$ cat src/rtl/vpu_win_gen.sv
// vpu_win_gen: frame-synchronous window hit generator.
// Shadows per-channel window config at vsync rise, tracks video timing
// (vsync/de) and emits the winning channel and window-relative coords per pixel.
module vpu_win_gen #(
    parameter logic [15:0] WIN_H    = 16'd1080,
    parameter int          HBASE_SH = 3
) (
    input  logic        clock,
    input  logic        reset,
    input  logic        vsync_i,
    input  logic        de_i,
    input  logic [7:0]  base_ch0_hsync,
    input  logic [7:0]  base_ch1_hsync,
    input  logic [7:0]  base_ch2_hsync,
    input  logic [15:0] base_ch0_vsync,
    input  logic [15:0] base_ch1_vsync,
    input  logic [15:0] base_ch2_vsync,
    input  logic [15:0] width_ch0,
    input  logic [15:0] width_ch1,
    input  logic [15:0] width_ch2,
    input  logic [7:0]  chx_load_en,
    input  logic [7:0]  img_mode,
    output logic        out_de,
    output logic [2:0]  win_hit,
    output logic [1:0]  win_sel,
    output logic [15:0] win_x,
    output logic [15:0] win_y,
    output logic        frame_start,
    output logic [7:0]  img_mode_act
);

    typedef enum logic [1:0] {SYNC_WAIT, BLANK, LINE} state_t;

    state_t      r_state;
    logic        r_vs_d;
    logic [15:0] r_xcnt;
    logic [15:0] r_ycnt;
    logic [7:0]  r_bh [3];
    logic [15:0] r_bv [3];
    logic [15:0] r_w  [3];

    logic        w_vs_rise;
    logic        w_acc;
    logic [7:0]  w_in_bh [3];
    logic [15:0] w_in_bv [3];
    logic [15:0] w_in_w  [3];
    logic [16:0] w_xs    [3];
    logic [2:0]  w_hit;
    logic [1:0]  w_sel;
    logic [15:0] w_wx;
    logic [15:0] w_wy;
    logic [4:0]  w_unused_load_en;

    assign w_unused_load_en = chx_load_en[7:3];
    assign w_vs_rise        = vsync_i & ~r_vs_d;
    // A pixel counts only once timing is locked and never in the frame-start cycle
    assign w_acc            = de_i & (r_state != SYNC_WAIT) & ~w_vs_rise;

    // Gather per-channel config inputs into arrays for uniform handling
    always_comb begin
        w_in_bh[0] = base_ch0_hsync; w_in_bv[0] = base_ch0_vsync; w_in_w[0] = width_ch0;
        w_in_bh[1] = base_ch1_hsync; w_in_bv[1] = base_ch1_vsync; w_in_w[1] = width_ch1;
        w_in_bh[2] = base_ch2_hsync; w_in_bv[2] = base_ch2_vsync; w_in_w[2] = width_ch2;
    end

    // Window hit test in 17 bits so windows near the top of the range never wrap
    always_comb begin
        for (int n = 0; n < 3; n++) begin
            w_xs[n]  = 17'(r_bh[n]) << HBASE_SH;
            w_hit[n] = (r_w[n] != 16'd0)
                    && ({1'b0, r_xcnt} >= w_xs[n])
                    && ({1'b0, r_xcnt} <  w_xs[n] + {1'b0, r_w[n]})
                    && ({1'b0, r_ycnt} >= {1'b0, r_bv[n]})
                    && ({1'b0, r_ycnt} <  {1'b0, r_bv[n]} + {1'b0, WIN_H});
        end
    end

    // Priority select ch2 > ch1 > ch0 and window-relative coordinates
    always_comb begin
        w_sel = 2'd3;
        w_wx  = 16'd0;
        w_wy  = 16'd0;
        if (w_hit[2]) begin
            w_sel = 2'd2; w_wx = r_xcnt - w_xs[2][15:0]; w_wy = r_ycnt - r_bv[2];
        end else if (w_hit[1]) begin
            w_sel = 2'd1; w_wx = r_xcnt - w_xs[1][15:0]; w_wy = r_ycnt - r_bv[1];
        end else if (w_hit[0]) begin
            w_sel = 2'd0; w_wx = r_xcnt - w_xs[0][15:0]; w_wy = r_ycnt - r_bv[0];
        end
    end

    // Timing FSM and saturating pixel/line counters
    always_ff @(posedge clock or posedge reset) begin
        if (reset) begin
            r_state <= SYNC_WAIT;
            r_vs_d  <= 1'b0;
            r_xcnt  <= 16'd0;
            r_ycnt  <= 16'd0;
        end else begin
            r_vs_d <= vsync_i;
            if (w_vs_rise) begin
                r_state <= BLANK;
                r_xcnt  <= 16'd0;
                r_ycnt  <= 16'd0;
            end else begin
                case (r_state)
                    BLANK: if (de_i) begin
                        r_state <= LINE;
                        if (r_xcnt != 16'hFFFF) r_xcnt <= r_xcnt + 16'd1;
                    end
                    LINE: if (de_i) begin
                        if (r_xcnt != 16'hFFFF) r_xcnt <= r_xcnt + 16'd1;
                    end else begin
                        r_state <= BLANK;
                        r_xcnt  <= 16'd0;
                        if (r_ycnt != 16'hFFFF) r_ycnt <= r_ycnt + 16'd1;
                    end
                    default: ;
                endcase
            end
        end
    end

    // Shadow config load at frame start; only enabled channels are refreshed
    always_ff @(posedge clock or posedge reset) begin
        if (reset) begin
            for (int n = 0; n < 3; n++) begin
                r_bh[n] <= 8'd0;
                r_bv[n] <= 16'd0;
                r_w[n]  <= 16'd0;
            end
            img_mode_act <= 8'd0;
        end else if (w_vs_rise) begin
            for (int n = 0; n < 3; n++) begin
                if (chx_load_en[n]) begin
                    r_bh[n] <= w_in_bh[n];
                    r_bv[n] <= w_in_bv[n];
                    r_w[n]  <= w_in_w[n];
                end
            end
            img_mode_act <= img_mode;
        end
    end

    // Registered pixel outputs, forced to idle values when no pixel is accepted
    always_ff @(posedge clock or posedge reset) begin
        if (reset) begin
            out_de      <= 1'b0;
            win_hit     <= 3'd0;
            win_sel     <= 2'd3;
            win_x       <= 16'd0;
            win_y       <= 16'd0;
            frame_start <= 1'b0;
        end else begin
            frame_start <= w_vs_rise;
            out_de      <= w_acc;
            win_hit     <= w_acc ? w_hit : 3'd0;
            win_sel     <= w_acc ? w_sel : 2'd3;
            win_x       <= w_acc ? w_wx  : 16'd0;
            win_y       <= w_acc ? w_wy  : 16'd0;
        end
    end

endmodule

$ cat config.mk
export PLATFORM = sky130hd
export DESIGN_NAME = vpu_win_gen
export DESIGN_NICKNAME = d
export VERILOG_FILES = /design/src/rtl/vpu_win_gen.sv
export SDC_FILE = /design/constraint.sdc
export NUM_CORES = 1
export LEC_CHECK = 0
export CAP_MARGIN = 25
export CORE_MARGIN = 5
export CORE_UTILIZATION = 65
export DETAILED_ROUTE_END_ITERATION = 10
export DONT_BUFFER_PORTS = 1
export PLACE_DENSITY = 0.82
export SLEW_MARGIN = 20
export SYNTH_ARGS = -nofsm -noshare
export SYNTH_HDL_FRONTEND = slang
export SYNTH_SLANG_ARGS = --single-unit
$ cat constraint.sdc
create_clock -name clock -period 12.5 [get_ports clock]
set_input_delay 0.625 -clock clock [delete_from_list [all_inputs] [get_ports clock]]
set_output_delay 0.625 -clock clock [all_outputs]
set_load 0.02 [all_outputs]
==> results.md, run 1 <==
- Clock transition at path regs: 60 ps
- Initial antenna violation count: 0
- # port buffers: 0
- Clock skew: around 17 ps
- Clk_lat worst skew: 520 ps
- Critical Path RT: 12870 ps
- Crit share post-route: 41.47%
- Hold-fix buffers at CTS: 0
- Longest Clk Path Bufs: 3
- Reg2reg start: r_bh[16]$_DFFE_PP0P_
- R2r setup slk: 7320 ps
- Capture point of the critical path: win_x[9]$_DFF_PP0_
- Most common flop cell mapped by yosys: dfrtp_1
- Post-DP HPWL: approximately 31 mm
- Chip Height: 164.1 µm
- GP Congestion: between 0.9 and 1
- Post-synth top area share: 32.42%
- Synth Area per Inst: 9.601 µm²
- Worst Path Max Fanout: 20
- Die Span X: 164.1 µm
- Vias: between 10000 and 15000
- CTS Root Cell: clkbuf_16
- Power Density: 145.2 nW/µm²
- Core footprint: 23400 µm²
- Starting Density: between 60 and 70%
- IO Pins: 187
- TritonCTS buffer count: 22
- Critical Path End Type: flip-flop
- Cell chain of the critical path: ha_1, fa_1, a21o_1, a21oi_1, o21bai_1, a21oi_1, o21bai_1, a21oi_1, nor2_1, xnor2_1, ha_1, or4_1, a221o_1, a41oi_1, o311ai_2, nor2_4, a221oi_1, a211oi_1
- Pre-CTS setup slack: 7407 ps
- Final nets: 1940
- Max-slew headroom: 40.05%
- Post-synthesis async set-or-reset flop share: 100.0%
- Crit-path slowest cell: nor2_4
- # H-tree levels: 1
- Max Slew Vio Count: 0
- Highest metal used: met4
- Final worst slack: 7316 ps
- Iter 0 DRT Violations: 862
- Post-CTS sizing: 0
- Total Neg Setup Slack: 0 ps
- First-pass GRT wire length: roughly 64 mm
- M1 wire length: 15.82 mm
- Critical path class: reg2reg
- Cell Rows: 56
- Sinks on the clock net: roughly 200
- Via density: 6.398
- RSZ-0062 raised after global routing: false
- Finished Cell Area: 16480 µm²
- DR DRC count: 0
- Status: finished clean
- Pre-antenna DRT Iters: 7
- Area delta synth->final: 6.751%
- Synth unique cells: 81
- Worst Tran Pin Value: 896.7 ps
- Biggest area consumer among synthesized cells: dfrtp_1
- Peak supply drop: 0.1269 mV
- Tmin final: between 5000 and 6000 ps
- Mean routed wirelength per cell: 20.84 µm
- CP arrival: between 5000 and 6000 ps
- Critical Path Start: r_bh[16]$_DFFE_PP0P_
- ANT cells: 0
- Register bit total from synthesis: 202
- Startpoint types: flip-flop
- Count of final hold-check violations: 0
- Number of max-cap violations: 0
- Yosys Warn Count: 0
- Worst path most repeated cell: a21oi_1
- Crit path max-delay family: compound AO/OA/AOI/OAI gates
- R2R depth: 18
- Total GRT Usage: between 20% and 30%
- Largest cells by area after synthesis: dfrtp_1 32%, ha_1 15%, mux2_2 8.9%, xnor2_1 4.9%, a21oi_1 3.5%
- Critical R2R Capture: win_x[9]$_DFF_PP0_
- Net Count, Synth: 1943
- Mapped Area: about 15000 µm²
- Crit. path cell count: 18
- Vias in the first global route: 12600
- Setup Viol. Count Final: 0
- Antenna-violating nets left: 0
- Final WL: 40.37 mm
- Post-synth EDFFs: 0
- Synth Instances: 1608
- Post-CTS setup buffer count: 0
- Final non-filler cell total: 1937
- Seq/Total Area, Yosys: 32.76%
- CTS tree: built
- Congestion Overflow GR: 0
- Fmax: 192.9 MHz
- DP Cell Count: about 1900
- Pleak: between 7 and 8 nW
- CP bufs+invs: 0
- Most common cell in the netlist: dfrtp_1
- Worst min-delay path class: in2async
- Die ar.: 26930 µm²
- Layout cells sized above 1: about an eighth
- Synth cell count leaders: 200 x dfrtp_1, 186 x ha_1, 122 x mux2_2
- Post-DP Area: 15750 µm²
- Largest net degree at the start of global routing: between 100 and 150
- CP max stage delay: roughly 500 ps
- Met2 WL post-DR: 19.95 mm
- Met3 wire len: 2.416 mm
## layout make-up
cell class / count / area (µm²)
repair buffers: 10 / 95.09
clock buffers: 32 / 649.4
inverters: 122 / 465.4
well taps: 319 / 399.1
multi-input cells: 1247 / 9757
clock inverters: 5 / 57.56
fillers: 1787 / 6922
flip-flops and latches: 202 / 5057
## placed cells by master, fill, tap and decap left out, drive strengths merged, types with 6 or more instances in the layout
master   count
o22ai        7
nand2b      11
dfrtp      200
a31oi        9
inv        122
nor4        21
or3         14
a21oi      108
o21bai      10
o21ai       74
nand4       25
o21a        19
o211ai      10
nand2      104
a221oi      14
ha         186
mux2       122
and2         6
buf         10
and3        17
nor2       102
a2111oi      7
or2          8
a211oi      27
nand3       33
xnor2       87
xor2        48
nor2b       20
nor3        21
a21o        41
fa           9
clkbuf      32
## how the worst min path moves through the flow
stage | from | to | slack [ps] | depth (start not counted)
5_1_grt | vsync_i | r_vs_d$_DFF_PP0_ | 110 | 0
3_3_place_gp | r_bv[2]$_DFFE_PP0P_ | r_bv[2]$_DFFE_PP0P_ | 490 | 1
6_report | reset | win_x[2]$_DFF_PP0_ | 100 | 1
2_1_floorplan | r_bv[17]$_DFFE_PP0P_ | r_bv[17]$_DFFE_PP0P_ | 480 | 1
3_5_place_dp | r_bv[2]$_DFFE_PP0P_ | r_bv[2]$_DFFE_PP0P_ | 490 | 1
4_1_cts | vsync_i | r_vs_d$_DFF_PP0_ | 110 | 0
## stage by stage
step	power, W	hold WS (ps)	utilization (%)
2_1_floorplan	0.001523	479.4	-
3_3_place_gp	0.001693	491.8	67.29
3_5_place_dp	0.001739	493.6	67.29
4_1_cts	0.002393	113.0	70.31
5_1_grt	0.002548	108.5	70.42
6_report	0.002393	101.8	70.42
## worst reg2reg max path, stage by stage (launching register included)
cell      delay, ps
dfrtp_1         420
ha_1            270
fa_1            420
a21o_1          190
a21oi_1         220
o21bai_1         90
a21oi_1         230
o21bai_1        100
a21oi_1         290
nor2_1          110
xnor2_1         150
ha_1            200
or4_1           390
a221o_1         280
a41oi_1         260
o311ai_2        290
nor2_4          500
a221oi_1        250
a211oi_1        390
## where the power goes
group	total [W]	internal (W)	switching, W
clock	0.000646	0.000380	0.000267
sequential	0.000865	0.000741	0.000124
combinational	0.000882	0.000401	0.000482
## registers in the layout, indices dropped and copies added, names as in the netlist
name / flops
img_mode_act: 8
win_sel: 2
win_x: 16
r_vs_d: 1
r_xcnt: 16
win_y: 16
r_state: 2
r_bv: 48
r_ycnt: 16
r_w: 48
out_de: 1
win_hit: 3
frame_start: 1
r_bh: 24
## routing by layer
metal	track usage (%)	up-vias
li1	-	5855
met2	52.60	450
met3	4.843	118
met1	35.37	5969
met4	13.42	0
met5	0	-
## cell families (layout without fill, tap and decap cells)
family,after synthesis,in the layout,synth area share (%)
AO/OA/AOI/OAI,391,391,17.34
XOR/XNOR,135,135,7.659
adder cells (fa/ha/maj),195,195,16.24
buffers and inverters,159,169,4.044
flip-flops,202,202,32.76
multiplexers,126,126,9.158
AND/OR/NAND/NOR,400,400,12.81
Power figures use the tool's default switching activity.
==> run 2, diff against run 1 <==
==> constraint.sdc (replaced) <==
create_clock -name clock -period 4.8 [get_ports clock]
set_input_delay 0.24 -clock clock [delete_from_list [all_inputs] [get_ports clock]]
set_output_delay 0.24 -clock clock [all_outputs]
set_load 0.02 [all_outputs]
==> run 2 against run 1 <==
  * Clock power grew to 3.0 times the previous value
  * Sequential cell count unchanged
  * Final cell count grew 7.7%
  * First-iteration DRC count rose by 27%
  * Critical path depth up 4
  * Sequential share of layout area is 2.7 points lower
  * Fmax increased by 12%
  * Non-clock buffer count rose by 147
==> results.md, run 2 (synthesized netlist as in run 1, its figures left out) <==
- M2 GR Usage: between 50 and 60%
- Tmin final: 4609 ps
- Critical path class: reg2reg
- Max-slew headroom: 41.65%
- Core footprint: approximately 23000 µm²
- Clk_lat worst skew: 530 ps
- Iter 0 DRT Violations: 1091
- R2R depth: 22
- Startpoint types: flip-flop
- Total GRT Usage: around 34%
- Area delta synth->final: 17.01%
- Vias: about 13000
- Clock skew: 18.62 ps
- Final nets: 2088
- Power Density: 372.1 nW/µm²
- Longest Clk Path Bufs: 3
- Worst Path Max Fanout: 7
- ANT cells: 0
- # H-tree levels: 1
- GP Congestion: 0.9611
- Pre-antenna DRT Iters: 5
- Final WL: 45.67 mm
- Setup Viol. Count Final: 0
- Initial antenna violation count: 0
- Starting Density: between 60% and 70%
- Cell Rows: 56
- Sinks on the clock net: 202
- Final worst slack: 190.7 ps
- Status: finished clean
- Clock transition at path regs: around 70 ps
- Max Slew Vio Count: 0
- Hold path depth: 4
- Chip Height: 164.1 µm
- Fmax: 217.0 MHz
- Congestion Overflow GR: 0
- Layout cells sized above 1: ~13%
- TritonCTS buffer count: 23
- # port buffers: 0
- DR DRC count: 0
- Die Span X: between 150 and 200 µm
- IO Pins: 187
- First-pass GRT wire length: between 70 and 80 mm
- Vias in the first global route: 13660
- Count of final hold-check violations: 0
- Antenna-violating nets left: 0
- CTS Root Cell: clkbuf_16
- Die ar.: ~27000 µm²
- Worst Tran Pin Value: 875.3 ps
- Number of max-cap violations: 0
- Core Util, Final: 77.19%
- Peak supply drop: 0.3244 mV
- Largest net degree at the start of global routing: 70
- Crit share post-route: 96.03%
- CTS tree: built
- Mean routed wirelength per cell: 21.88 µm
- CP arrival: 5070 ps
- Most frequent cells in the layout: 200 x dfrtp_1, 186 x ha_1, 131 x dlygate4sd3_1
- Post-DP HPWL: about 32 mm
- Total Neg Setup Slack: 0 ps
- Post-DP Area: 15830 µm²
- Critical Path End Type: flip-flop
- Finished Cell Area: 18060 µm²
- Met3 Use GR: 6.248%
- Tot Pwr: 0.006721 W
- Biggest regs: r_bv (48), r_w (48), r_bh (24)
- GR peak layer: met2
- Worst min-delay path class: in2reg
- Critical Path RT: 5260 ps
- Pre-CTS setup slack: -42.56 ps
- Pleak: 8.540 nW
- Commonest non-fill, non-tap cell in the layout: dfrtp_1
- GRT met1 Usage: 39.23%
- Via density: 6.455
run 2: worst paths after layout:
path,to,slack (ps),from
setup / recovery,win_x[11]$_DFF_PP0_,190,r_bh[8]$_DFFE_PP0P_
min in group asynchronous,r_w[3]$_DFFE_PP0P_,230,reset
hold reg to reg,r_bv[16]$_DFFE_PP0P_,520,r_bv[16]$_DFFE_PP0P_
setup reg to reg,win_x[11]$_DFF_PP0_,190,r_bh[8]$_DFFE_PP0P_
hold / removal,r_state[0]$_DFFE_PP0P_,30,de_i
max in group asynchronous,r_w[35]$_DFFE_PP0P_,3340,reset
run 2: cell type report:
| type | count | area, µm² |
|---|---|---|
| Inverter | 122 | 461.7 |
| Timing Repair Buffer | 157 | 1531 |
| Clock inverter | 9 | 158.9 |
| Sequential cell | 202 | 5057 |
| Fill cell | 1532 | 5338 |
| Tap cell | 319 | 399.1 |
| Multi-Input combinational cell | 1247 | 9791 |
| Clock buffer | 31 | 665.6 |
run 2: what timing repair did:
| action | in CTS | in global routing |
|---|---|---|
| pin swaps | 1 | 2 |
| hold buffers | 131 | 0 |
| gates resized for setup | 0 | 7 |
| buffers inserted | 1 | 4 |
| cloned | 0 | 0 |
| endpoints found under the hold margin | 152 | 0 |
| setup endpoints to repair | 11 | 33 |
run 2: critical path, stage by stage (launching register included):
cell	delay [ps]
dfrtp_1	420
ha_1	220
inv_1	60
fa_1	390
nor2b_1	120
o21ai_0	100
a21oi_1	190
o21ai_0	90
nand2_1	100
a21oi_1	70
o21bai_1	250
and3_1	220
xnor2_1	140
ha_1	270
o21a_1	190
o221a_2	260
o31a_1	100
o32a_1	250
nor3_4	170
buf_12	150
mux2_2	340
o311ai_1	270
o21a_1	170
run 2: per-layer routing:
| metal | vias up | routed length [µm] |
|---|---|---|
| met5 | - | 0 |
| met1 | 6513 | 16670 |
| li1 | 6130 | - |
| met4 | 0 | 3179 |
| met3 | 191 | 3502 |
| met2 | 638 | 22320 |
run 2: per-stage QoR:
stage,std cells,hold slack [ps]
floorplan,1608,271.4
global placement,1911,161.3
detailed placement,1911,164.5
CTS,2083,23.67
global route,2087,50.86
finish,2087,30.91
run 2: where the power goes:
part	total, W	internal (W)	switching [W]
combinational	0.00250	0.00113	0.00137
clock	0.00195	0.00119	0.000767
sequential	0.00226	0.00193	0.000334
==> run 3, diff against run 2 <==
--- a/config.mk
+++ b/config.mk
@@ -5,6 +5,7 @@
 export SDC_FILE = /design/constraint.sdc
 export NUM_CORES = 1
 export LEC_CHECK = 0
+export ABC_AREA = 1
 export CAP_MARGIN = 25
 export CORE_MARGIN = 5
 export CORE_UTILIZATION = 65
==> run 3 against run 2 <==
  * Clock power is 4% lower
  * Die area is 6.2% higher
  * Area after synthesis is 6.6% higher
  * Synthesized cell count is 37% higher
  * Sequential cell count stayed put
  * Critical endpoint is now win_x[2]$_DFF_PP0_
  * Largest power group unchanged
  * Highest routed layer unchanged
==> results.md, run 3 <==
- Initial antenna violation count: 1
- Mapped Area: roughly 16000 µm²
- Power Density: 351.6 nW/µm²
- First-pass GRT wire length: between 70 and 80 mm
- Pleak: 9.919 nW
- Synth unique cells: 55
- DP Cell Count: 2490
- Pre-antenna DRT Iters: 6
- # port buffers: 0
- Post-synth EDFFs: 0
- IO Pins: 187
- Max-slew headroom: 41.83%
- Hold Path End: frame_start$_DFF_PP0_
- Area delta synth->final: 14.36%
- Crit share post-route: 85.17%
- Tmin final: 4088 ps
- CP max stage delay: 410 ps
- Status: finished clean
- Largest net degree at the start of global routing: 132
- Synth Area per Inst: 7.496 µm²
- CP arrival: ~4500 ps
- Antenna-violating nets left: 0
- Setup Viol. Count Final: 0
- GP Congestion: 0.9589
- Post-synth top area share: 30.40%
- Via density: ~6
- Post-DP HPWL: about 35 mm
- Area of the multi-input gates: about 10000 µm²
- Worst min-delay path class: in2reg
- Cell chain of the critical path: ha_1, inv_1, fa_1, nand3b_1, and2_1, o221ai_1, nand2_1, nor3_1, xor2_1, ha_1, nand4_1, nor2_1, nand2_1, nor2_1, nor2_4, nand2_4, nand2_1, nor2_1, nor2_1
- RSZ-0062 raised after global routing: false
- Critical R2R Capture: win_x[2]$_DFF_PP0_
- Biggest area consumer among synthesized cells: dfrtp_1
- Crit path max-delay family: simple AND/OR/NAND/NOR gates
- Clock transition at path regs: 60 ps
- # H-tree levels: 1
- Worst Tran Pin Value: 872.5 ps
- Die Span X: 169.1 µm
- Startpoint types: flip-flop
- TritonCTS buffer count: 23
- DR DRC count: 0
- Biggest regs: r_bv (48), r_w (48), r_bh (24)
- Max Slew Vio Count: 0
- Seq/Total Area, Yosys: 30.72%
- Mean routed wirelength per cell: 18.70 µm
- Net Count, Synth: ~2500
- Final non-filler cell total: 2664
- Core footprint: approximately 25000 µm²
- Most frequent cells in the layout: 457 x nand2_1, 260 x inv_1, 241 x nor2_1
- Post-CTS setup buffer count: 0
- Yosys Warn Count: 0
- CTS Root Cell: clkbuf_16
- Reg2reg start: r_bh[8]$_DFFE_PP0P_
- Largest cells by area after synthesis: dfrtp_1 30%, ha_1 14%, nand2_1 10%, a21oi_1 6.9%, xor2_1 6.1%
- Clk_lat worst skew: 550 ps
- Post-synthesis async set-or-reset flop share: 100.0%
- Synth Instances: 2196
- Critical Path End Type: flip-flop
- Final hold slack: between 100 and 150 ps
- Most common cell in the netlist: nand2_1
- Die ar.: 28610 µm²
- Total Neg Setup Slack: 0 ps
- Chip Height: around 170 µm
- Layout filler cell count: 1876
- Tot Pwr: 0.006619 W
- Layout cells sized above 1: 5.532%
- Sinks on the clock net: roughly 200
- Hold path depth: 3
- Fmax: 244.6 MHz
- Worst path most repeated cell: nor2_1
- Reg area: 5057 µm²
- Cell Rows: 58
- Congestion Overflow GR: 0
- Final nets: ~2700
- Longest Clk Path Bufs: 3
- Commonest non-fill, non-tap cell in the layout: nand2_1
- R2r setup slk: 710 ps
- Peak supply drop: 0.3640 mV
- Register bit total from synthesis: about 200
- Critical Path RT: 5220 ps
- R2R depth: 19
- Final WL: 49.81 mm
- CTS tree: built
- CP bufs+invs: 1
- Total GRT Usage: 33.92%
- Synth cell count leaders: 460 x nand2_1, 261 x inv_1, 241 x nor2_1
- HP Start: vsync_i
- Vias in the first global route: ~15000
- Clock skew: 20.04 ps
- Critical path class: reg2reg
- Vias: about 16000
- Crit-path slowest cell: dfrtp_1
- Number of max-cap violations: 0
- Starting Density: 65.75%
- Worst Path Max Fanout: 27
- Most common flop cell mapped by yosys: dfrtp_1
- Iter 0 DRT Violations: between 1000 and 1500
- Count of final hold-check violations: 0
run 3: changes by cell type after synthesis, sizes merged, moves of 65 or more:
cell and delta:
nand2 +363, nor2 +156, inv +151, a21oi +120, mux2 -101, nand3 +90
xor2 +66, xnor2 -65
run 3: cell families after synthesis:
group,share of synthesized area (%)
AO/OA/AOI/OAI,12.12
XOR/XNOR,7.236
adder cells (fa/ha/maj),15.23
buffers and inverters,7.821
flip-flops,30.72
multiplexers,1.437
AND/OR/NAND/NOR,25.44
run 3: timing repair:
action | 4_1_cts | 5_1_grt
hold buffers | 131 | 0
endpoints found under the hold margin | 145 | 0
gates resized for setup | 0 | 0
run 3: worst max-delay path by stage:
| stage | start | endpoint | slack [ps] | cells after the start |
|---|---|---|---|---|
| after floorplan | r_bh[8]$_DFFE_PP0P_ | win_x[13]$_DFF_PP0_ | 1590 | 20 |
| after global placement | r_bh[8]$_DFFE_PP0P_ | win_x[1]$_DFF_PP0_ | 960 | 19 |
| after detailed placement | r_bh[8]$_DFFE_PP0P_ | win_x[1]$_DFF_PP0_ | 800 | 21 |
| after CTS | r_bh[8]$_DFFE_PP0P_ | win_x[2]$_DFF_PP0_ | 780 | 19 |
| after global routing | r_bh[0]$_DFFE_PP0P_ | win_x[3]$_DFF_PP0_ | 460 | 19 |
| final | r_bh[8]$_DFFE_PP0P_ | win_x[2]$_DFF_PP0_ | 710 | 19 |
run 3: final cells by class:
type | count | area share [%]
diodes | 2 | 0.02658
clock buffers | 26 | 3.223
clock inverters | 14 | 0.9969
inverters | 274 | 5.489
multi-input cells | 1675 | 53.78
flip-flops and latches | 202 | 26.86
well taps | 330 | 2.193
repair buffers | 141 | 7.430
run 3: tightest hold or removal path, cell delays in order:
cell    delay (ps)
inv_1           70
nor2_4          40
buf_4          230
run 3: report_power, final:
part / internal (W) / switching (W)
sequential: 0.00192 / 0.000282
combinational: 0.000957 / 0.00158
clock: 0.00113 / 0.000756
run 3: per-layer routing:
layer | share of wire (%) | track usage [%] | vias to the layer above | wire [µm]
met5 | 0 | 0 | - | 0
met4 | 3.0 | 9.275 | 0 | 1478
met3 | 8.0 | 4.659 | 114 | 3999
met2 | 46 | 56.78 | 703 | 23140
met1 | 43 | 46.64 | 7430 | 21190
li1 | - | - | 7523 | -
run 3: per-stage QoR:
stage | cell area [µm²] | utilization, % | worst slack, ps
CTS | 18810 | 75.15 | 782.6
finish | 18830 | 75.20 | 711.7
detailed placement | 16710 | 66.74 | 803.1
global route | 18820 | 75.19 | 457.8
floorplan | 16470 | - | 1588
global placement | 16710 | 66.74 | 955.6
